File: config.mk
export PLATFORM = sky130hd
export DESIGN_NAME = sync_recover_blank
export DESIGN_NICKNAME = d
export VERILOG_FILES = /design/src/rtl/sync_recover_pkg.sv /design/src/rtl/sat_counter.sv /design/src/rtl/sync_recover_blank.sv
export SDC_FILE = /design/constraint.sdc
export NUM_CORES = 1
export LEC_CHECK = 0
export BUFFER_PORTS_ARGS = -buffer_cell sky130_fd_sc_hd__buf_4
export CORE_UTILIZATION = 35
export DETAILED_ROUTE_END_ITERATION = 8
export PLACE_DENSITY = 0.52
export SYNTH_ARGS = -nofsm -noshare
export SYNTH_HDL_FRONTEND = slang
export SYNTH_SLANG_ARGS = --single-unit
File: constraint.sdc
create_clock -name CLK_VIDEO -period 6.05 [get_ports CLK_VIDEO]
set_input_delay 1.21 -clock CLK_VIDEO [delete_from_list [all_inputs] [get_ports CLK_VIDEO]]
set_output_delay 1.21 -clock CLK_VIDEO [all_outputs]
set_load 0.02 [all_outputs]
File: src/rtl/sync_recover_pkg.sv
// Shared definitions for the sync recovery / blank decode block.
// Holds the default raster timing of the current core, the counter type
// and a small window-decode helper used by the blank logic.
package sync_recover_pkg;

    // Default timing for the current core
    localparam int DEF_PIX_DIV     = 16;
    localparam int DEF_CNT_W       = 10;
    localparam int DEF_COLOR_W     = 4;
    localparam int DEF_H_ACT_START = 34;
    localparam int DEF_H_ACT_END   = 214;
    localparam int DEF_V_ACT_START = 25;
    localparam int DEF_V_ACT_END   = 255;
    localparam int DEF_LOCK_FRAMES = 4;

    typedef logic [DEF_CNT_W-1:0] cnt_t;

    // True when start <= cnt < stop
    function automatic logic in_window(input int cnt, input int start, input int stop);
        return (cnt >= start) && (cnt < stop);
    endfunction

endpackage

File: src/rtl/sat_counter.sv
// Saturating up-counter with enable and synchronous clear.
// Ports:
//   CLK_VIDEO  clock
//   reset      asynchronous active-high reset (count -> 0)
//   en         advance by one unless already at MAX
//   clr        synchronous clear, wins over en
//   cnt        registered count
//   cnt_nxt    value cnt takes on the next edge
//   sat        cnt == MAX
module sat_counter #(
    parameter int W   = 10,
    parameter int MAX = (1 << W) - 1
) (
    input  logic         CLK_VIDEO,
    input  logic         reset,
    input  logic         en,
    input  logic         clr,
    output logic [W-1:0] cnt,
    output logic [W-1:0] cnt_nxt,
    output logic         sat
);

    localparam logic [W-1:0] MAX_V = W'(MAX);

    assign sat = (cnt == MAX_V);

    always_comb begin
        cnt_nxt = cnt;
        if (clr)
            cnt_nxt = '0;
        else if (en && !sat)
            cnt_nxt = cnt + 1'b1;
    end

    always_ff @(posedge CLK_VIDEO or posedge reset) begin
        if (reset)
            cnt <= '0;
        else
            cnt <= cnt_nxt;
    end

endmodule

File: src/rtl/sync_recover_blank.sv
// Recovers raster position from raw core hs/vs and produces registered,
// normalised sync, blanking, data-enable and blank-gated colour for the
// video mixer. Also measures line length / frame height and flags lock.
// Ports:
//   CLK_VIDEO, reset          video clock, async active-high reset
//   hs_in, vs_in              raw core syncs (polarity set by HS_POL/VS_POL)
//   r_in, g_in, b_in          core colour
//   ce_pix                    one-cycle pixel enable every PIX_DIV clocks
//   HSync, VSync              normalised active-high syncs
//   HBlank, VBlank, de        blanking and data enable
//   r_out, g_out, b_out       colour aligned to the blanks
//   h_cnt, v_cnt              current pixel and line
//   line_len, frame_lines     length of last complete line / frame
//   locked                    raster height stable for LOCK_FRAMES frames
module sync_recover_blank
    import sync_recover_pkg::*;
#(
    parameter int PIX_DIV     = DEF_PIX_DIV,
    parameter int CNT_W       = DEF_CNT_W,
    parameter int COLOR_W     = DEF_COLOR_W,
    parameter int H_ACT_START = DEF_H_ACT_START,
    parameter int H_ACT_END   = DEF_H_ACT_END,
    parameter int V_ACT_START = DEF_V_ACT_START,
    parameter int V_ACT_END   = DEF_V_ACT_END,
    parameter int HS_POL      = 1,
    parameter int VS_POL      = 1,
    parameter int BLANK_ZERO  = 1,
    parameter int LOCK_FRAMES = DEF_LOCK_FRAMES
) (
    input  logic               CLK_VIDEO,
    input  logic               reset,
    input  logic               hs_in,
    input  logic               vs_in,
    input  logic [COLOR_W-1:0] r_in,
    input  logic [COLOR_W-1:0] g_in,
    input  logic [COLOR_W-1:0] b_in,
    output logic               ce_pix,
    output logic               HSync,
    output logic               VSync,
    output logic               HBlank,
    output logic               VBlank,
    output logic               de,
    output logic [COLOR_W-1:0] r_out,
    output logic [COLOR_W-1:0] g_out,
    output logic [COLOR_W-1:0] b_out,
    output logic [CNT_W-1:0]   h_cnt,
    output logic [CNT_W-1:0]   v_cnt,
    output logic [CNT_W-1:0]   line_len,
    output logic [CNT_W-1:0]   frame_lines,
    output logic               locked
);

    localparam int   PIX_W  = $clog2(PIX_DIV);
    localparam int   LOCK_W = $clog2(LOCK_FRAMES + 1);
    localparam logic [PIX_W-1:0] PIX_LAST = PIX_W'(PIX_DIV - 1);
    localparam logic HS_INV = (HS_POL == 0);
    localparam logic VS_INV = (VS_POL == 0);

    function automatic logic [COLOR_W-1:0] blank_gate(input logic [COLOR_W-1:0] c,
                                                      input logic blank);
        return (BLANK_ZERO != 0 && blank) ? '0 : c;
    endfunction

    // Pixel divider
    logic [PIX_W-1:0] pix;
    logic             tick;

    assign tick = (pix == PIX_LAST);

    always_ff @(posedge CLK_VIDEO or posedge reset) begin
        if (reset)
            pix <= '0;
        else if (tick)
            pix <= '0;
        else
            pix <= pix + 1'b1;
    end

    // Edge detect at pixel granularity. vs is only looked at on an hs rise,
    // so a vs pulse between line starts never restarts the frame.
    logic hs_n, vs_n;
    logic hs_prev, vs_prev;
    logic hs_rise, vs_rise;

    assign hs_n    = hs_in ^ HS_INV;
    assign vs_n    = vs_in ^ VS_INV;
    assign hs_rise = tick & hs_n & ~hs_prev;
    assign vs_rise = hs_rise & vs_n & ~vs_prev;

    always_ff @(posedge CLK_VIDEO or posedge reset) begin
        if (reset) begin
            hs_prev <= 1'b0;
            vs_prev <= 1'b0;
        end else begin
            if (tick)
                hs_prev <= hs_n;
            if (hs_rise)
                vs_prev <= vs_n;
        end
    end

    // Position counters
    logic [CNT_W-1:0] h_nxt, v_nxt;
    logic             h_sat, v_sat;

    sat_counter #(.W(CNT_W)) u_h_cnt (
        .CLK_VIDEO (CLK_VIDEO),
        .reset     (reset),
        .en        (tick & ~hs_rise),
        .clr       (hs_rise),
        .cnt       (h_cnt),
        .cnt_nxt   (h_nxt),
        .sat       (h_sat)
    );

    sat_counter #(.W(CNT_W)) u_v_cnt (
        .CLK_VIDEO (CLK_VIDEO),
        .reset     (reset),
        .en        (hs_rise & ~vs_rise),
        .clr       (vs_rise),
        .cnt       (v_cnt),
        .cnt_nxt   (v_nxt),
        .sat       (v_sat)
    );

    // Lock tracking: counts consecutive frames whose height repeats the
    // previous one. A saturated v_cnt means vs has gone away, so drop lock.
    logic [CNT_W-1:0]  h_len, v_len;
    logic              height_match;
    logic [LOCK_W-1:0] lock_cnt, lock_nxt;

    assign h_len        = h_cnt + 1'b1;
    assign v_len        = v_cnt + 1'b1;
    assign height_match = (v_len == frame_lines);

    sat_counter #(.W(LOCK_W), .MAX(LOCK_FRAMES)) u_lock_cnt (
        .CLK_VIDEO (CLK_VIDEO),
        .reset     (reset),
        .en        (vs_rise & height_match),
        .clr       ((vs_rise & ~height_match) | v_sat),
        .cnt       (lock_cnt),
        .cnt_nxt   (lock_nxt),
        .sat       (locked)
    );

    logic unused_sigs;
    assign unused_sigs = ^{h_sat, lock_cnt, lock_nxt};

    // Blank decode from the counter values being loaded on this tick, so
    // every output moves on the same edge as h_cnt/v_cnt.
    logic hblank_nxt, vblank_nxt, blank_nxt;

    assign hblank_nxt = ~in_window(int'(h_nxt), H_ACT_START, H_ACT_END);
    assign vblank_nxt = ~in_window(int'(v_nxt), V_ACT_START, V_ACT_END);
    assign blank_nxt  = hblank_nxt | vblank_nxt;

    // Output register stage
    always_ff @(posedge CLK_VIDEO or posedge reset) begin
        if (reset) begin
            ce_pix      <= 1'b0;
            HSync       <= 1'b0;
            VSync       <= 1'b0;
            HBlank      <= 1'b1;
            VBlank      <= 1'b1;
            de          <= 1'b0;
            r_out       <= '0;
            g_out       <= '0;
            b_out       <= '0;
            line_len    <= '0;
            frame_lines <= '0;
        end else begin
            ce_pix <= tick;
            if (tick) begin
                HSync  <= hs_n;
                VSync  <= vs_n;
                HBlank <= hblank_nxt;
                VBlank <= vblank_nxt;
                de     <= ~blank_nxt;
                r_out  <= blank_gate(r_in, blank_nxt);
                g_out  <= blank_gate(g_in, blank_nxt);
                b_out  <= blank_gate(b_in, blank_nxt);
            end
            if (hs_rise)
                line_len <= h_len;
            if (vs_rise)
                frame_lines <= v_len;
        end
    end

endmodule

* Word level (Yosys, flattened, before mapping)
Index checks and enable logic that the tools add are counted.
** Storage, ports and cells
- Memory bits (read-only) :: 0
- Bits of input ports :: 16
- Memories kept :: 0
- Register bits after elaboration :: 66
- Output and inout bits :: 59
- Bits in latches :: 0
- Memory bits (writable) :: 0
** Cells by class
- Mux-type cells :: 10
- Add/sub/neg operators :: 4
- Multipliers :: 0
- Div/mod/pow operators :: 0
- Bitwise logic cells :: 18
- Reduce and logical (&&, ||, !) cells :: 9
- Order comparisons :: 4
- Equality and inequality tests :: 5
- Shift-type cells :: 0
** Operators with widths (number)
- two-way mux 10 bit :: 4
- adder 10 x 1 -> 10 bit, second input constant :: 2
- equality test 10 bit, second input constant :: 2
- < comparator 10 x 8 -> 1 bit, second input constant :: 2
- two-way mux 4 bit :: 4
- equality test 10 bit :: 1
- >= comparator 10 x 5 -> 1 bit, second input constant :: 1
- >= comparator 10 x 6 -> 1 bit, second input constant :: 1
- bitwise AND 1 bit :: 8
- inverter 1 bit :: 8
- two-way mux 3 bit :: 2
- logical AND 1 bit :: 5
- adder 4 x 1 -> 4 bit, second input constant :: 1
- equality test 4 bit, second input constant :: 1
- adder 3 x 1 -> 3 bit, second input constant :: 1
- equality test 3 bit, second input constant :: 1
- logical NOT 1 bit :: 3
- bitwise OR 1 bit :: 2
- nonzero test 2 bit :: 1

* Longest topological paths before layout
Gate-level depths: netlist of run 1.
- Word-level depth :: 15
- Gate-level depth with buffers :: 12
- Mapped depth without buffers :: 9

* Hierarchy
From an unflattened synthesis of run 1, not the netlist that was laid out.
** Unflattened totals
- Cell total of the unflattened synthesis :: 372
- Area total of the unflattened synthesis :: 3671.0 sq um
** Modules (own cells, without submodules)
- sync_recover_blank :: area each 2346.0 sq um, cells each 239, instances 1
- sat_counter at u_h_cnt ... :: area each 561.8 sq um, cells each 57, instances 2
- sat_counter at u_lock_cnt :: area each 201.4 sq um, cells each 19, instances 1

* Least setup slack after synthesis of run 1
No wires, ideal clock.
- Path type :: in2reg
- From :: input hs_in
- To :: register r_out[2]
- Library setup time :: 0.104 ns
- Slack :: 2.800 ns
- Required time :: 5.946 ns
- Data arrival time :: 3.146 ns
- Stages :: 10
- Buffers on the path :: 4
- Cells stage by stage :: nor2b_1 > nand2_1 > clkbuf_1 > nor2_1 > buf_2 > nor3_1 > or4b_1 > buf_2 > buf_6 > o41ai_4
** On the way
- Longest elaborated chain between the ends :: 14
- Elaborated cells on any way between the ends :: 24
** RTL lines
- start, declared :: RTL line sync_recover_blank.sv:32 : input logic hs_in,
- bitwise AND 1 bit * (2 in a row) :: RTL line sync_recover_blank.sv:87 : assign hs_rise = tick & hs_n & ~hs_prev;
- bitwise AND 1 bit (2 in a row) :: RTL line sync_recover_blank.sv:88 : assign vs_rise = hs_rise & vs_n & ~vs_prev;
- inverter 1 bit :: RTL line sync_recover_blank.sv:119 : .en (hs_rise & ~vs_rise),
- bitwise AND 1 bit :: RTL line sync_recover_blank.sv:119
- logical AND 1 bit :: RTL line sat_counter.sv:31 : else if (en && !sat)
- two-way mux 10 bit :: RTL line sat_counter.sv:31
- two-way mux 10 bit * :: RTL line sat_counter.sv:29 : if (clr)
- named net u_v_cnt.cnt_nxt[8] :: RTL line sat_counter.sv:19 : output logic [W-1:0] cnt_nxt,
- >= comparator 10 x 5 -> 1 bit or < comparator 10 x 8 -> 1 bit (tied branches) :: RTL line sync_recover_pkg.sv:20 : return (cnt >= start) && (cnt < stop);
- logical AND 1 bit * :: RTL line sync_recover_pkg.sv:20
- inverter 1 bit * :: RTL line sync_recover_blank.sv:154 : assign vblank_nxt = ~in_window(int'(v_nxt), V_ACT_START, V_ACT_END);
- bitwise OR 1 bit * :: RTL line sync_recover_blank.sv:155 : assign blank_nxt = hblank_nxt | vblank_nxt;
- two-way mux 4 bit * :: RTL line sync_recover_blank.sv:61 : return (BLANK_ZERO != 0 && blank) ? '0 : c;
- end signal, assigned :: RTL line sync_recover_blank.sv:179 : r_out <= blank_gate(r_in, blank_nxt);
- end, declared :: RTL line sync_recover_blank.sv:43 : output logic [COLOR_W-1:0] r_out,
The timed path passes the listed nets; every way through them passes the cells marked *.
A chain may end at the register's enable or synchronous reset.

* Worst setup path in the final report of run 1
- From :: register pix[0]
- To :: register b_out[3]
** On the way
- Longest elaborated chain between the ends :: 15
- Elaborated cells on any way between the ends :: 25
** RTL lines
- start, declared :: RTL line sync_recover_blank.sv:65 : logic [PIX_W-1:0] pix;
- start signal, assigned :: RTL line sync_recover_blank.sv:76 : pix <= pix + 1'b1;
- equality test 4 bit * :: RTL line sync_recover_blank.sv:68 : assign tick = (pix == PIX_LAST);
- bitwise AND 1 bit * (2 in a row) :: RTL line sync_recover_blank.sv:87
- bitwise AND 1 bit (2 in a row) :: RTL line sync_recover_blank.sv:88
- inverter 1 bit :: RTL line sync_recover_blank.sv:119
- bitwise AND 1 bit :: RTL line sync_recover_blank.sv:119
- logical AND 1 bit :: RTL line sat_counter.sv:31
- two-way mux 10 bit :: RTL line sat_counter.sv:31
- two-way mux 10 bit * :: RTL line sat_counter.sv:29
- named net u_v_cnt.cnt_nxt[8] :: RTL line sat_counter.sv:19
- >= comparator 10 x 5 -> 1 bit or < comparator 10 x 8 -> 1 bit (tied branches) :: RTL line sync_recover_pkg.sv:20
- logical AND 1 bit * :: RTL line sync_recover_pkg.sv:20
- inverter 1 bit * :: RTL line sync_recover_blank.sv:154
- bitwise OR 1 bit * :: RTL line sync_recover_blank.sv:155
- two-way mux 4 bit * :: RTL line sync_recover_blank.sv:61
- end signal, assigned :: RTL line sync_recover_blank.sv:181 : b_out <= blank_gate(b_in, blank_nxt);
- end, declared :: RTL line sync_recover_blank.sv:45 : output logic [COLOR_W-1:0] b_out,
Marks and branches as above.

==> parameters.txt, run 1 <==
Parameter                              Value

Floorplanning
  Total die area ... 11200 µm²
  Starting density of the core ... 36.3%
  I/O pins ... 75
  Core area ... 10400 µm²
  Std cell rows ... 37
  Die Height ... 106 µm
  X dimension of the die ... 106 µm

Power
  Peak VDD IR ... 0.115 mV
  Total Power ... 1.01 mW
  Power Density ... 221 nW/µm²
  Static power due to leakage ... 2.17 nW

Finish
  Layout net count ... 486
  Number of filler cells placed in the layout ... 1050
  Final antenna diode count ... 0
  Most common library cell in the layout ignoring fill and taps ... buf_4
  FF/Latch Area ... 1650 µm²
  Fraction of final layout cells sized beyond drive strength 1 ... 24.7%
  Signed area change from the synthesized netlist to the final layout ... 21.6%
  Area of the multi-input gates ... 1900 µm²
  Commonest non-fill, non-tap cells in the layout ... 77 x buf_4, 65 x nand2_1, 64 x dfrtp_1, 35 x o21ai_0, 26 x nor2_1
  Number of standard cells in the final layout excluding fillers ... 606
  Post-layout util ... 44.1%

STA
  Slew of the pin with the lowest slew margin ... 1.05 ns
  Total Negative Setup Slacks ... 0 ns
  Worst Clk Skew ... 0.0117 ns
  Hold Slack ... 0.486 ns
  Fmax achieved ... 227 MHz
  Slew Limit Fails ... 0
  Setup repair after global routing missed its margin ... no
  Final setup violation count ... 0
  Clock period minus final worst setup slack ... 4.40 ns
  Relative slew slack ... 29.8%
  Number of hold violations in the final report ... 0
  Ratio of final minimum period to clock period ... 72.7%

Synth
  Number of distinct library cells after synthesis ... 58
  Async set-reset flop share out of synthesis ... 100%
  Leading register cell type out of synthesis ... dfrtp_1
  Portion of synthesized cell area occupied by the leading cell type ... 42.4%
  Sequential cell area fraction in the yosys report ... 43.8%
  Most area-consuming cells after synthesis ... dfrtp_1 42%, nand2_1 6.5%, xnor2_1 4.9%, o21ai_0 4.6%, o41ai_2 3.4%
  Flops & latches, synth ... 66
  Netlist area before placement ... 3780 µm²
  Count of flip-flops with a built-in enable after synthesis ... 0
  Syn Area/Cell ... 9.35 µm²
  Yosys Warn Count ... 0
  Number of instances in the synthesized netlist ... 404
  Synthesized netlist net count ... 425
  Cell taking the most area after synthesis ... dfrtp_1

CTS
  Skew-Pair Late Insertion Delay ... 0.35 ns
  TritonCTS Buffers ... 9
  Sinks on Clock Net ... 66
  TritonCTS clock tree ... yes
  Deepest level of the CTS H-tree ... 3
  Setup Buffers After CTS ... 0
  Root buffer selected by CTS ... clkbuf_8
  Deepest clock path buffer count ... 2
  Resized Gates After CTS ... 0
  Clk pin slew, worst setup/hold paths ... 0.07 ns
  Post-CTS Hold Fix Bufs ... 0

Route
  Initial DRC Count ... 117
  Detailed route wirelength on metal2 ... 4310 µm
  DRC violation count after routing ... 0
  ANT nets after route ... 0
  Mean number of vias per cell ... 5.21
  Total routed wire length on the met1 layer ... 4310 µm
  Met3 layer wire length in the routed design ... 378 µm
  Uppermost routed layer ... met4
  Drt pass-1 iters ... 4
  Routed wire per std cell ... 15.0 µm
  Total via count in the routed design ... 3156
  Wire length reported by the detailed router ... 9100 µm

Critical path
  Highest net fanout along the worst path ... 24
  Arrival time worst endpoint ... 4.63 ns
  WP data required ... 6.28 ns
  Critical path endpoint category ... flip-flop
  Critical path class ... flip-flop to flip-flop
  Worst Setup Start Kind ... flip-flop

Worst hold path
  Worst hold path type ... flip-flop to flip-flop

GRT
  Total track usage ... 17.4%
  Wire length of the first global-routing pass ... 15400 µm
  Overflow left after global routing ... 0
  Maximum number of pins on one net before global-route repair ... 67
  Number of global-route vias before repair ... 3087
  Initial antenna violation count ... 0

Run
  Max Cap Viol ... 0

Status
  Run status ... complete, no violations

Placed design
  Hpwl dp ... 6290 µm
  RD Place Congestion ... 0.824
  Cell Count Post-Placement ... 590
  Number of buffers added on ports ... 74
## power by group
group / internal, mW / total [mW] / switching [mW]
registers: 0.461 / 0.484 / 0.0229
logic: 0.0617 / 0.139 / 0.0775
clock network: 0.201 / 0.391 / 0.189
## state kept, by name, indices dropped and copies added (netlist names)
name	flops
HSync	1
HBlank	1
r_out	4
vs_prev	1
VBlank	1
g_out	4
ce_pix	1
u_h_cnt.cnt	10
b_out	4
u_v_cnt.cnt	10
u_lock_cnt.cnt	3
de	1
frame_lines	10
pix	4
VSync	1
line_len	10
## layer usage
| layer | vias to the layer above | GRT usage, % |
|---|---|---|
| met1 | 1526 | 23.2 |
| met2 | 77 | 27.4 |
| met3 | 10 | 4.60 |
| met5 | - | 0 |
| li1 | 1543 | - |
| met4 | 0 | 5.65 |
## critical path: stages (launching register included)
cell	delay, ns
dfrtp_1	0.40
ha_1	0.22
nand3_1	0.66
inv_1	0.62
nand2_1	0.31
nor2_1	0.69
nor3_1	0.17
or4b_1	0.84
o41ai_1	0.36
## kinds of logic (layout without fill, tap and decap cells)
group	count (synthesis)	after routing	synth area share [%]
AO/OA/AOI/OAI	89	89	18.5
XOR/XNOR	36	36	9.44
adder cells (fa/ha/maj)	5	5	1.66
buffers and inverters	51	117	6.13
flip-flops	66	66	43.8
multiplexers	5	5	1.39
AND/OR/NAND/NOR	152	152	19.1
## worst paths after layout
| check | from | end | slack [ns] | cells after the start |
|---|---|---|---|---|
| setup / recovery | pix[0] | b_out[3] | 1.65 | 8 |
| hold / removal | g_out[3] | g_out[3] | 0.49 | 2 |
| setup reg to reg | pix[0] | b_out[3] | 1.65 | 8 |
| hold reg to reg | g_out[3] | g_out[3] | 0.49 | 2 |
| max in group asynchronous | reset | u_h_cnt.cnt[1] | 4.36 | 3 |
| min in group asynchronous | reset | u_lock_cnt.cnt[0] | 1.11 | 3 |
## cells in the mapped netlist, types with 3 or more instances
cell type	number
o41ai_1	3
or3_1	3
a211oi_1	3
buf_2	10
nor3_1	9
nand4_1	6
inv_1	24
nor4_1	4
clkbuf_1	9
a31o_2	3
nand2_1	65
a21oi_1	10
xnor3_1	3
xnor2_1	21
nor2_1	26
mux2i_1	3
and3_1	9
o21ai_0	35
xor2_1	12
a31oi_1	3
nand3_1	14
o31ai_1	3
buf_4	3
ha_1	5
o41ai_2	8
dfrtp_1	64
## cell type report
cell class | instances | share of cell area (%)
multi-input cells | 287 | 41.3
flip-flops and latches | 66 | 36.0
repair buffers | 77 | 12.6
well taps | 136 | 3.70
clock buffers | 10 | 2.99
inverters | 24 | 1.96
clock inverters | 6 | 1.44
## per-stage QoR
stage | setup slack, ns | area (µm²)
4_1_cts | 1.59 | 4600
6_report | 1.65 | 4600
3_5_place_dp | 1.62 | 4390
2_1_floorplan | 2.80 | 3780
5_1_grt | 1.12 | 4600
3_3_place_gp | 1.75 | 4390
Power figures use the tool's default switching activity.
==> run 2: changes to the inputs <==
clock period = 4.6 ns   (was 6.05 ns; I/O delays follow)
==> parameters.txt, run 2 (same netlist as run 1, synthesis figures left out) <==
Parameter                              Value

Status
  Run status ... complete, no violations (unchanged)

Critical path
  WP data required ... 4.89 ns (was 6.28 ns)
  Critical path class ... flip-flop to flip-flop (unchanged)
  Largest incremental delay on the critical path ... 0.68 ns (was 0.84 ns)
  Worst Setup Start Kind ... flip-flop (unchanged)
  Highest net fanout along the worst path ... 14 (was 24)
  Arrival time worst endpoint ... 3.91 ns (was 4.63 ns)
  Cells along the critical path ... ha_1 -> inv_1 -> or3_1 -> a2111oi_0 -> a41oi_1 -> a2111oi_1 -> or4b_1 -> mux2_2 (was ha_1 -> nand3_1 -> inv_1 -> nand2_1 -> nor2_1 -> nor3_1 -> or4b_1 -> o41ai_1)
  Number of cells on the worst reg-to-reg path ... 8 (unchanged)
  Critical path endpoint category ... flip-flop (unchanged)
  Buffers and inverters on the worst path ... 1 (unchanged)
  WP depth ... 8 (unchanged)
  Critical R2R Launch ... u_v_cnt.cnt[0] (was pix[0])
  Max stage delay cell, worst path ... or4b_1 (unchanged)
  Minimum setup slack among reg-to-reg paths ... 0.98 ns (was 1.65 ns)
  Largest delay contributor family on the critical path ... simple AND/OR/NAND/NOR gates (unchanged)
  Terminus of the critical flop-to-flop path ... VBlank (was b_out[3])

CTS
  Resized Gates After CTS ... 0 (unchanged)
  Post-CTS Hold Fix Bufs ... 0 (unchanged)
  TritonCTS clock tree ... yes (unchanged)
  Skew-Pair Late Insertion Delay ... 0.34 ns (was 0.35 ns)
  Setup Buffers After CTS ... 0 (unchanged)
  TritonCTS Buffers ... 9 (unchanged)
  Root buffer selected by CTS ... clkbuf_8 (unchanged)
  Sinks on Clock Net ... 66 (unchanged)
  Deepest clock path buffer count ... 2 (unchanged)
  Clk pin slew, worst setup/hold paths ... 0.08 ns (was 0.07 ns)
  Deepest level of the CTS H-tree ... 3 (unchanged)

Worst hold path
  Number of stages on the worst hold path ... 2 (unchanged)
  Hold EP ... g_out[1] (was g_out[3])
  Hold_sp ... g_out[1] (was g_out[3])
  Worst hold path type ... flip-flop to flip-flop (unchanged)

STA
  Final setup violation count ... 0 (unchanged)
  Slew of the pin with the lowest slew margin ... 1.12 ns (was 1.05 ns)
  Slew Limit Fails ... 0 (unchanged)
  Total Negative Setup Slacks ... 0 ns (unchanged)
  Fmax achieved ... 276 MHz (was 227 MHz)
  Setup repair after global routing missed its margin ... no (unchanged)
  Ratio of final minimum period to clock period ... 78.8% (was 72.7%)
  Clock period minus final worst setup slack ... 3.62 ns (was 4.40 ns)
  Relative slew slack ... 25.4% (was 29.8%)
  Number of hold violations in the final report ... 0 (unchanged)
  Worst Clk Skew ... 0.00859 ns (was 0.0117 ns)

Finish
  Post-layout util ... 44.5% (was 44.1%)
  Final Cell Area ... 4630 µm² (was 4600 µm²)
  Final antenna diode count ... 0 (unchanged)
  Most common library cell in the layout ignoring fill and taps ... buf_4 (unchanged)
  Area of the multi-input gates ... 1900 µm² (unchanged)
  Fraction of final layout cells sized beyond drive strength 1 ... 24.9% (was 24.7%)
  Commonest non-fill, non-tap cells in the layout ... 80 x buf_4, 65 x nand2_1, 64 x dfrtp_1, 35 x o21ai_0, 26 x nor2_1 (was 77 x buf_4, 65 x nand2_1, 64 x dfrtp_1, 35 x o21ai_0, 26 x nor2_1)
  Layout net count ... 489 (was 486)
  Number of filler cells placed in the layout ... 1050 (unchanged)
  Signed area change from the synthesized netlist to the final layout ... 22.6% (was 21.6%)
  FF/Latch Area ... 1650 µm² (unchanged)
  Number of standard cells in the final layout excluding fillers ... 609 (was 606)

GRT
  Number of global-route vias before repair ... 3055 (was 3087)
  Total track usage ... 17.3% (was 17.4%)
  Wire length of the first global-routing pass ... 15400 µm (unchanged)
  Initial antenna violation count ... 0 (unchanged)
  Overflow left after global routing ... 0 (unchanged)
  Maximum number of pins on one net before global-route repair ... 36 (was 67)

Route
  Initial DRC Count ... 146 (was 117)
  Routed wire per std cell ... 15.3 µm (was 15.0 µm)
  Drt pass-1 iters ... 4 (unchanged)
  ANT nets after route ... 0 (unchanged)
  Total via count in the routed design ... 3148 (was 3156)
  Wire length reported by the detailed router ... 9290 µm (was 9100 µm)
  Mean number of vias per cell ... 5.17 (was 5.21)
  DRC violation count after routing ... 0 (unchanged)

Placed design
  Cell Count Post-Placement ... 593 (was 590)
  Number of buffers added on ports ... 74 (unchanged)
  RD Place Congestion ... 0.846 (was 0.824)
  Area of placed instances ... 4410 µm² (was 4390 µm²)
  Hpwl dp ... 6550 µm (was 6290 µm)

Power
  Switching share of power ... 27.4% (was 28.6%)
  Clock network fraction of design power ... 40.2% (was 38.5%)
  Pint ... 996 µW (was 725 µW)
  Peak VDD IR ... 0.148 mV (was 0.115 mV)
  Sequential power share ... 46.4% (was 47.7%)
  Static power due to leakage ... 2.20 nW (was 2.17 nW)
  Sw Pwr ... 377 µW (was 290 µW)
  Power Density ... 296 nW/µm² (was 221 nW/µm²)
  Combinational group share of total power ... 13.4% (was 13.7%)

Floorplanning
  Core area ... 10400 µm² (unchanged)
  Die Height ... 106 µm (unchanged)
  Std cell rows ... 37 (unchanged)
  X dimension of the die ... 106 µm (unchanged)
  Starting density of the core ... 36.3% (unchanged)
  I/O pins ... 75 (unchanged)
  Total die area ... 11200 µm² (unchanged)

Run
  Max Cap Viol ... 0 (unchanged)
==> run 2: power by group through the flow <==
stage          clock network [mW]  registers [mW]  logic [mW]
2_1_floorplan                   0           0.670      0.0915
3_3_place_gp                    0           0.648       0.185
3_5_place_dp                    0           0.648       0.187
4_1_cts                     0.563           0.637       0.187
5_1_grt                     0.591           0.641       0.201
6_report                    0.551           0.637       0.184
==> run 2: worst reg2reg max path: cells and delay by family, from the launching register on <==
family / cells / cell delay, ns
compound gates: 3 / 0.96
fa+ha+maj: 1 / 0.41
buf+inv: 1 / 0.16
flops: 1 / 0.52
mux: 1 / 0.29
simple gates: 2 / 1.23
==> run 2: layer usage <==
metal  GRT usage [%]  share of wire (%)  routed length, µm
met5               0                  0                  0
met3            2.88                3.5                322
met1            23.0                 49               4510
met2            28.2                 46               4310
met4            6.35                1.6                146
==> run 2: cell type report <==
cell class                 instances  share of cell area, %
tap                              136                   3.67
inverter                          24                   1.94
clock inverter                     6                   1.97
multi-input combinational        287                   41.0
timing repair buffer              80                   13.0
clock buffer                      10                   2.75
sequential                        66                   35.7
==> run 2: worst max path at each step <==
stage / to / slack (ns) / start
after floorplan: r_out[2] / 1.63 / u_v_cnt.cnt[0]
after global placement: VBlank / 0.98 / u_v_cnt.cnt[0]
after detailed placement: r_out[3] / 1.01 / hs_in
after CTS: VBlank / 0.98 / u_v_cnt.cnt[0]
after global routing: VBlank / 0.80 / u_v_cnt.cnt[0]
final: VBlank / 0.98 / u_v_cnt.cnt[0]
==> run 2: through the flow <==
stage | setup slack (ns) | hold slack [ns] | power (mW)
2_1_floorplan | 1.63 | 0.451 | 0.761
3_3_place_gp | 0.980 | 0.465 | 0.833
3_5_place_dp | 1.01 | 0.463 | 0.835
4_1_cts | 0.981 | 0.491 | 1.39
5_1_grt | 0.804 | 0.514 | 1.43
6_report | 0.976 | 0.486 | 1.37
==> run 3: changes to the inputs <==
clock period = 3.54 ns   (was 4.6 ns; I/O delays follow)
==> parameters.txt, run 3 (same netlist as run 1, synthesis figures left out) <==
Parameter                              Value

CTS
  Resized Gates After CTS ... 0 (unchanged)
  TritonCTS clock tree ... yes (unchanged)
  Setup Buffers After CTS ... 0 (unchanged)
  TritonCTS Buffers ... 9 (unchanged)
  Deepest clock path buffer count ... 2 (unchanged)
  Deepest level of the CTS H-tree ... 3 (unchanged)
  Clk pin slew, worst setup/hold paths ... 0.07 ns (was 0.08 ns)
  Skew-Pair Late Insertion Delay ... 0.35 ns (was 0.34 ns)
  Post-CTS Hold Fix Bufs ... 0 (unchanged)
  Sinks on Clock Net ... 66 (unchanged)
  Root buffer selected by CTS ... clkbuf_8 (unchanged)

Power
  Power Density ... 368 nW/µm² (was 296 nW/µm²)
  Static power due to leakage ... 2.24 nW (was 2.20 nW)
  Peak VDD IR ... 0.195 mV (was 0.148 mV)

GRT
  Number of global-route vias before repair ... 3072 (was 3055)
  Initial antenna violation count ... 0 (unchanged)
  Maximum number of pins on one net before global-route repair ... 36 (unchanged)
  Total track usage ... 17.7% (was 17.3%)
  Wire length of the first global-routing pass ... 15600 µm (was 15400 µm)
  Overflow left after global routing ... 0 (unchanged)

Placed design
  Area of placed instances ... 4490 µm² (was 4410 µm²)
  Hpwl dp ... 6700 µm (was 6550 µm)
  Cell Count Post-Placement ... 602 (was 593)
  RD Place Congestion ... 0.852 (was 0.846)
  Number of buffers added on ports ... 74 (unchanged)

Floorplanning
  Std cell rows ... 37 (unchanged)
  Starting density of the core ... 36.3% (unchanged)
  X dimension of the die ... 106 µm (unchanged)
  I/O pins ... 75 (unchanged)
  Total die area ... 11200 µm² (unchanged)
  Die Height ... 106 µm (unchanged)
  Core area ... 10400 µm² (unchanged)

Critical path
  Critical path class ... flip-flop to flip-flop (unchanged)
  Buffers and inverters on the worst path ... 2 (was 1)
  Arrival time worst endpoint ... 3.35 ns (was 3.91 ns)
  Largest delay contributor family on the critical path ... simple AND/OR/NAND/NOR gates (unchanged)
  Critical path endpoint category ... flip-flop (unchanged)
  Highest net fanout along the worst path ... 14 (unchanged)
  WP data required ... 3.78 ns (was 4.89 ns)
  Cells along the critical path ... ha_1 -> inv_1 -> or3_1 -> a31o_4 -> a21oi_4 -> a2111oi_1 -> or4b_1 -> buf_4 -> o41ai_1 (was ha_1 -> inv_1 -> or3_1 -> a2111oi_0 -> a41oi_1 -> a2111oi_1 -> or4b_1 -> mux2_2)
  Max stage delay cell, worst path ... or3_1 (was or4b_1)
  Largest incremental delay on the critical path ... 0.57 ns (was 0.68 ns)
  Worst Setup Start Kind ... flip-flop (unchanged)

Route
  Drt pass-1 iters ... 4 (unchanged)
  Total via count in the routed design ... 3202 (was 3148)
  ANT nets after route ... 0 (unchanged)
  DRC violation count after routing ... 0 (unchanged)
  Routed wire per std cell ... 15.2 µm (was 15.3 µm)
  Mean number of vias per cell ... 5.18 (was 5.17)
  Wire length reported by the detailed router ... 9400 µm (was 9290 µm)
  Initial DRC Count ... 162 (was 146)

Finish
  Fraction of final layout cells sized beyond drive strength 1 ... 26.3% (was 24.9%)
  Final antenna diode count ... 0 (unchanged)
  Number of filler cells placed in the layout ... 1022 (was 1050)
  Number of standard cells in the final layout excluding fillers ... 618 (was 609)
  Post-layout util ... 45.1% (was 44.5%)
  Commonest non-fill, non-tap cells in the layout ... 88 x buf_4, 65 x nand2_1, 64 x dfrtp_1, 35 x o21ai_0, 26 x nor2_1 (was 80 x buf_4, 65 x nand2_1, 64 x dfrtp_1, 35 x o21ai_0, 26 x nor2_1)
  Most common library cell in the layout ignoring fill and taps ... buf_4 (unchanged)
  Signed area change from the synthesized netlist to the final layout ... 24.4% (was 22.6%)
  Final Cell Area ... 4700 µm² (was 4630 µm²)
  Layout net count ... 498 (was 489)

Status
  Run status ... complete, no violations (unchanged)

Worst hold path
  Worst hold path type ... input pin to async pin (was flip-flop to flip-flop)

STA
  Slew Limit Fails ... 0 (unchanged)
  Final setup violation count ... 0 (unchanged)
  Slew of the pin with the lowest slew margin ... 0.784 ns (was 1.12 ns)
  Number of hold violations in the final report ... 0 (unchanged)
  Total Negative Setup Slacks ... 0 ns (unchanged)
  Ratio of final minimum period to clock period ... 87.9% (was 78.8%)
  Clock period minus final worst setup slack ... 3.11 ns (was 3.62 ns)
  Setup repair after global routing missed its margin ... no (unchanged)
  Relative slew slack ... 47.7% (was 25.4%)
  Hold Slack ... 0.478 ns (was 0.486 ns)
  Fmax achieved ... 321 MHz (was 276 MHz)
  Worst Clk Skew ... 0.0114 ns (was 0.00859 ns)

Run
  Max Cap Viol ... 0 (unchanged)
==> run 3: cell types whose count changed in the layout (fill, tap and decap cells not counted) <==
cell / previous run / this run
buf_4: 80 / 88
clkbuf_8: 9 / 11
bufinv_16: 2 / 1
clkinvlp_4: 0 / 2
clkinv_4: 3 / 0
buf_12: 0 / 1
==> run 3: power by group <==
part | switching, mW | internal, mW
Sequential | 0.0397 | 0.789
Combinational | 0.133 | 0.108
Clock | 0.299 | 0.363
==> run 3: metrics by stage <==
stage	worst slack, ns	total power, mW
final	0.428	1.73
after global routing	0.138	1.81
after CTS	0.405	1.76
after detailed placement	0.436	1.09
after global placement	0.419	1.09
after floorplan	0.574	0.989
==> run 3: final cells by class <==
| type | instances | area, µm² | area share [%] |
|---|---|---|---|
| Clock buffer | 12 | 155 | 3.30 |
| Tap cell | 136 | 170 | 3.62 |
| Multi-Input combinational cell | 287 | 1900 | 40.4 |
| Timing Repair Buffer | 89 | 681 | 14.5 |
| Inverter | 24 | 90.1 | 1.92 |
| Sequential cell | 66 | 1650 | 35.2 |
| Clock inverter | 4 | 50.0 | 1.06 |
==> run 3: path summary, 6_finish.rpt <==
kind	end	depth (start not counted)	from	slack, ns
max in group asynchronous	line_len[7]	3	reset	2.41
max reg2reg	r_out[3]	9	u_v_cnt.cnt[0]	0.43
max	r_out[3]	9	u_v_cnt.cnt[0]	0.43
min	VSync	2	reset	0.48
min in group CLK_VIDEO	pix[0]	1	pix[0]	0.48
min reg2reg	pix[0]	1	pix[0]	0.48
==> run 3: per-layer routing <==
metal	routed length [µm]	track usage (%)
met4	109	5.56
met1	4260	23.0
met3	509	4.35
met5	0	0
met2	4520	28.9
